$ cat src/rtl/counter_sequencer.sv
// Command-side controller for the lab's 0..12 saturating up/down counter.
// Loads a start value, sweeps up and down between the rails, and checks the returned count.
module counter_sequencer (
  input  logic       clk,
  input  logic       rst,
  input  logic       start,
  input  logic       pause,
  input  logic [3:0] start_val,
  input  logic [3:0] sweeps,
  input  logic [3:0] cnt_in,
  output logic       en,
  output logic       dir,
  output logic       load,
  output logic [5:0] data,
  output logic       busy,
  output logic       done,
  output logic       err,
  output logic [3:0] sweep_cnt
);

  localparam logic [3:0] CEIL = 4'd12;

  typedef enum logic [2:0] {S_IDLE, S_LOAD, S_UP, S_DOWN, S_DONE} state_t;

  state_t     state, state_nxt;
  logic [3:0] v, sw_lat, expv, exp_nxt;
  logic [4:0] sc_inc;
  logic       stepping, cmd, hit, last;

  assign stepping = (state == S_UP) || (state == S_DOWN);
  assign cmd      = (state == S_LOAD) || (stepping && !pause);
  assign sc_inc   = {1'b0, sweep_cnt} + 5'd1;
  assign last     = (sc_inc == {1'b0, sw_lat});

  always_comb begin
    exp_nxt = expv;
    case (state)
      S_LOAD:  exp_nxt = v;
      S_UP:    exp_nxt = expv + 4'd1;
      S_DOWN:  exp_nxt = expv - 4'd1;
      default: exp_nxt = expv;
    endcase
  end

  // A reversal is the step that lands on a rail in the current sweep direction.
  assign hit = cmd && (((state == S_UP) && (exp_nxt == CEIL)) ||
                       ((state == S_DOWN) && (exp_nxt == 4'd0)));

  always_ff @(posedge clk or posedge rst) begin
    if (rst) state <= S_IDLE;
    else     state <= state_nxt;
  end

  always_comb begin
    state_nxt = state;
    case (state)
      S_IDLE: if (start) state_nxt = S_LOAD;
      S_LOAD: begin
        if (sw_lat == 4'd0)  state_nxt = S_DONE;
        else if (v == CEIL)  state_nxt = S_DOWN;
        else                 state_nxt = S_UP;
      end
      S_UP:   if (hit) state_nxt = last ? S_DONE : S_DOWN;
      S_DOWN: if (hit) state_nxt = last ? S_DONE : S_UP;
      S_DONE: state_nxt = S_IDLE;
      default: state_nxt = S_IDLE;
    endcase
  end

  always_comb begin
    en   = 1'b0;
    dir  = 1'b1;
    load = 1'b0;
    data = 6'd0;
    busy = 1'b0;
    done = 1'b0;
    case (state)
      S_LOAD: begin
        en   = 1'b1;
        load = 1'b1;
        data = {2'b00, v};
        busy = 1'b1;
      end
      S_UP: begin
        en   = !pause;
        busy = 1'b1;
      end
      S_DOWN: begin
        en   = !pause;
        dir  = 1'b0;
        busy = 1'b1;
      end
      S_DONE:  done = 1'b1;
      default: ;
    endcase
  end

  // Run datapath: latched run parameters, expected count, reversal count, sticky error.
  always_ff @(posedge clk or posedge rst) begin
    if (rst) begin
      v         <= 4'd0;
      sw_lat    <= 4'd0;
      expv      <= 4'd0;
      sweep_cnt <= 4'd0;
      err       <= 1'b0;
    end else begin
      if ((state == S_IDLE) && start) begin
        v         <= (start_val > CEIL) ? CEIL : start_val;
        sw_lat    <= sweeps;
        sweep_cnt <= 4'd0;
        err       <= 1'b0;
      end
      if (cmd) begin
        expv <= exp_nxt;
        if (cnt_in != exp_nxt) err <= 1'b1;
      end
      if (hit && (sweep_cnt != 4'hF)) sweep_cnt <= sweep_cnt + 4'd1;
    end
  end

endmodule

$ cat config.mk
export PLATFORM = sky130hd
export DESIGN_NAME = counter_sequencer
export DESIGN_NICKNAME = d
export VERILOG_FILES = /design/src/rtl/counter_sequencer.sv
export SDC_FILE = /design/constraint.sdc
export NUM_CORES = 1
export LEC_CHECK = 0
export BUFFER_PORTS_ARGS = -buffer_cell sky130_fd_sc_hd__buf_2
export CAP_MARGIN = 40
export CORE_ASPECT_RATIO = 1.5
export CORE_MARGIN = 1.5
export CORE_UTILIZATION = 38
export CTS_BUF_LIST = sky130_fd_sc_hd__clkbuf_4
export DETAILED_ROUTE_END_ITERATION = 8
export HOLD_SLACK_MARGIN = 0.06
export PLACE_DENSITY_LB_ADDON = 0.05
export RECOVER_POWER = 50
export SLEW_MARGIN = 5
export SYNTH_ARGS = -nofsm -noshare
export SYNTH_HDL_FRONTEND = slang
export SYNTH_SLANG_ARGS = --single-unit
$ cat constraint.sdc
create_clock -name clk -period 2.4 [get_ports clk]
set_input_delay 0.24 -clock clk [delete_from_list [all_inputs] [get_ports clk]]
set_output_delay 0.24 -clock clk [all_outputs]
set_load 0.03 [all_outputs]
# Yosys cells after proc, flatten, opt, wreduce, memory -nomap -nowiden
# Cells that the tools add are included.
# classes
mux	21
n_addsub	4
order_cmp	1
n_eq_ne	12
reduce_logical	17
# op_table
op	count
$mux W3	6
$mux W4	4
$pmux W3 S4	1
$pmux W4 S3	1
$add A4 B1 Y4 const B	2
$eq A4 B4 Y1 const B	2
$logic_not A4 Y1	2
$mux W1	8
$eq A3 B2 Y1 const B	2
$logic_and A1 B1 Y1	6
$ne A2 B2 Y1 const B	3
$add A4 B1 Y5 const B	1
$eq A5 B4 Y1	1
$gt A4 B4 Y1 const B	1
$ne A4 B4 Y1	1
$ne A4 B4 Y1 const B	1
$sub A4 B1 Y4 const B	1
$eq A3 B1 Y1 const B	1
$eq A3 B3 Y1 const B	1
$logic_not A3 Y1	1
$logic_or A1 B1 Y1	3
$reduce_and A3 Y1	1
$reduce_or A3 Y1	1
$pmux W1 S2	1
3 further kinds	3
# totals
register_bits	20
elab_cells	61
in_bits	16

# Logic depth before layout (Yosys ltp)
# depth
depth_word	8
depth_mapped	12

# Worst setup path after synthesis
# OpenSTA, ideal clock, no wires.
# synth_path
path_kind	register -> register
from	register state[0]
to	register sweep_cnt[3]
path_stages_with_launch	12
n_path_buf	2
period_less_slack_ps	2869
t_arrival_ps	2738
setup_slack_ps	-469
cell_sequence	dfrtp_1 -> buf_2 -> clkbuf_1 -> nand2_1 -> xnor2_1 -> ha_1 -> nor2b_1 -> o21a_1 -> o21a_1 -> mux2i_2 -> nor3b_1 -> or3_1
# synth_via
elab_chain_len	8
word_cells_on_any_way	18
classes_between	eq/ne (4); mux (2); reduce/logical (12)
# synth_lines
element	line	source
start, declared	25	state_t state, state_nxt;
start signal, assigned	51	else state <= state_nxt;
$eq A3 B2 Y1 (tied with other cells)	30, 37, 47	
$pmux W4 S3	37	case (state)
$eq A4 B4 Y1 / $logic_not A4 Y1 (equally long branches)	46, 47	
$logic_and A1 B1 Y1 (on tied branches)	46, 47	
$logic_or A1 B1 Y1	46	assign hit = cmd && (((state == S_UP) && (exp_nxt == CEIL)) ||
$logic_and A1 B1 Y1	46	
$logic_and A1 B1 Y1	117	if (hit && (sweep_cnt != 4'hF)) sweep_cnt <= sweep_cnt + 4'd1;
$mux W4 / $reduce_bool A2 Y1 (equally long branches)	n/a	
end signal, assigned	117	
end, declared	18	output logic [3:0] sweep_cnt
# Several ways; a longest one is shown, not always the timed one.
# A chain may end at the register's enable or synchronous reset.

# Final worst setup path
# layout_path
from	register state[2]
to	register sweep_cnt[3]
# Same word-level chain as after synthesis.

==> qor.yml <==
power:
  p_sw_share_pct: 48.11
  seqPwrFrac_pct: 24.3
  ir_drop_mv: 0.6843
  power_frac_comb_pct: 65.8
  power.net_switching_mw: 1.376
  p_leak_nw: 0.8740
  p_clk_share_pct: 9.9
  power_density_nw_per_um2: 1529
  power_mw: 2.861
  p_int_mw: 1.485
detailed_routing:
  wire_per_inst_um: 17.36
  viasPerCell: 5.714
  num_vias: 1457
  routed_wl_um: 4426
  antenna_left: 0
  dr.first_iter.drc_count: 44
  drc: 0
  firstDrtPassIters: 4
clock_tree:
  cts_buffers: 3
  clkLatencyLatePin_ns: 0.31
  cts_hold_buf: 0
  cts_max_level: 1
  cts_buffer_depth: 2
  path_clk_slew_ns: 0.13
  cts_num_sinks: 20
  cts_tree: "done"
  cts-root-buf: "clkbuf_4"
setup_path:
  path_max_fanout: 6
  end_kind: "register"
  path_cells: "nor2b_4 > nand2_8 > xnor2_4 > ha_4 > nor3b_4 > o21a_4 > o21a_1 > mux2i_4 > and3_1 > or3_1"
  crit_type: "reg -> reg"
  crit_buf_inv: 0
  critPathSlowestCell: "dfrtp_1"
  cp_slowest_stage_delay_ns: 0.43
  cp.required_ns: 2.60
  cp_data_arrival_time_ns: 2.57
  cp.depth: 10
  rr_worst_depth: 10
  start_kind: "register"
  worst_path_dominant_cell_family: "simple AND/OR/NAND/NOR gates"
layout:
  final_cell_area_um2: 1872
  nets: 231
  final_cell_mix: "30 x nand2_1, 24 x buf_2, 18 x dfrtp_1, 14 x buf_4, 10 x inv_1"
  instances_no_fill: 255
  layout_commonest_cell: "nand2_1"
  fillers: 366
  syn2layout_area_growth_pct: 26.78
  regArea_um2: 503.0
  diodes: 0
  multiInputGateArea_um2: 980.9
  drive_above_1_share_pct: 28.77
floorplanning:
  fp.dieH_um: 79.34
  dieArea_um2: 4276
  start_util_pct: 40.10
  core_area_um2: 3682
  rows: 27
  die-width_um: 53.90
  io_pins: 32
global_routing:
  grt_overflow_total: 0
  grt_start_max_net_pins: 21
  grt_first_pass_wirelength_um: 6913
  grt_use_total_pct: 22.06
  grt_pass1_vias: 1499
  antenna_found_initial: 0
sta:
  fin_crit_ns: 2.364
  hold_viol_final: 0
  fmax_mhz: 422.9
  grt_setup_unrepaired: "yes"
  finClkSkew_ns: 0.004493
  worst_pin_slew_ns: 0.8189
  finalSetupViolCount: 0
  relSlewSlack_pct: 45.34
  layout_worst_path_cycle_share_pct: 98.52
  slew_viol_final: 0
synthesis:
  synth_seq_area_share_pct: 33.90
  synth_ff_type: "dfrtp_1"
  syn_area_um2: 1476
  avgSynthCellArea_um2: 8.341
  synth_top_area_share_pct: 33.90
  synth_area_leaders: "dfrtp_1 34%, nand2_1 7.9%, xnor2_1 3.0%, o21ai_0 2.7%, and3_1 2.5%"
  yosysTopAreaCell: "dfrtp_1"
  yosysUniqueCellTypes: 57
  async_flop_share_pct: 100.0
  syn_inst: 177
  synth-edff-count: 0
  yosysWarnings: 0
  ys_ff_latch: 20
job:
  cap_violations: 0
placement:
  placed_area_um2: 1762
  dp_hpwl_um: 3443
  place.gp.congestion: 0.9231
  numPortBuffers: 29
  dp_cells: 249
run_status:
  run_status: "completed"
hold_path:
  hp-class: "in -> async"
layout make-up:
cell class                      count  share of cell area [%]
Clock buffer                        3                   1.203
Clock inverter                      1                   1.604
Inverter                           10                   2.005
Multi-Input combinational cell    135                   52.41
Sequential cell                    20                   26.87
Tap cell                           43                   2.874
Timing Repair Buffer               43                   13.03
kinds of logic (layout without fill, tap and decap cells):
| logic type | count (synthesis) | count (layout) | synth area share [%] |
|---|---|---|---|
| flops | 20 | 20 | 33.90 |
| fa+ha+maj | 2 | 2 | 1.695 |
| mux | 5 | 5 | 3.729 |
| xor+xnor | 7 | 7 | 4.153 |
| simple gates | 80 | 80 | 29.24 |
| compound gates | 39 | 39 | 19.32 |
| other cells | 1 | 2 | 0.2540 |
| buf+inv | 23 | 57 | 7.712 |
synthesized netlist by cell type, types with 4 or more instances:
master,n
nand2_1,31
dfrtp_1,20
inv_1,10
o21ai_0,8
nand3_1,7
and3_1,6
nor2_1,6
nor3_1,6
clkbuf_1,5
xnor2_1,5
a21oi_1,4
buf_2,4
per-stage QoR:
stage                     util, %  setup TNS [ns]  setup slack, ns  hold WS, ns
final                       50.83               0          0.03560      0.06832
after CTS                   49.95               0         0.002551      0.08540
after detailed placement    47.84        -0.01760         -0.01760       0.4386
after floorplan                 -        -0.09344         -0.09344       0.2038
after global placement      47.84               0          0.02810       0.4278
after global routing        50.83        -0.06807         -0.05744      0.08568
registers in the layout (all words and copies together) (netlist names):
signal / flops
sw_lat: 4
err: 1
state: 3
v: 4
sweep_cnt: 4
expv: 4
per-layer routing:
| metal | share of wire (%) | vias to the layer above | GRT usage [%] |
|---|---|---|---|
| li1 | - | 704 | - |
| met1 | 40 | 710 | 24.79 |
| met2 | 55 | 37 | 40.98 |
| met3 | 3.2 | 6 | 2.256 |
| met4 | 1.7 | 0 | 7.179 |
| met5 | 0 | - | 0 |
power groups by stage:
stage          Clock (mW)  Sequential [mW]  Combinational (mW)
2_1_floorplan           0            0.641                1.35
3_3_place_gp            0            0.676                1.69
3_5_place_dp            0            0.686                1.74
4_1_cts             0.293            0.684                1.80
5_1_grt             0.309            0.720                2.02
6_report            0.284            0.694                1.88
final timing paths:
kind / slack, ns / to / from
max reg2reg: 0.04 / sweep_cnt[3] / state[2]
min in group clk: 0.11 / sw_lat[1] / sweeps[1]
min reg2reg: 0.53 / err / err
min: 0.07 / sw_lat[0] / rst
max in group asynchronous: 1.78 / expv[1] / rst
max: 0.04 / sweep_cnt[3] / state[2]
what timing repair did:
action,in CTS,in global routing
setup endpoints to repair,1,5
resized for setup,2,7
pin swaps,2,4
setup buffers,1,1
gates cloned,0,0
Note: power is estimated with default switching activity, not from simulation.
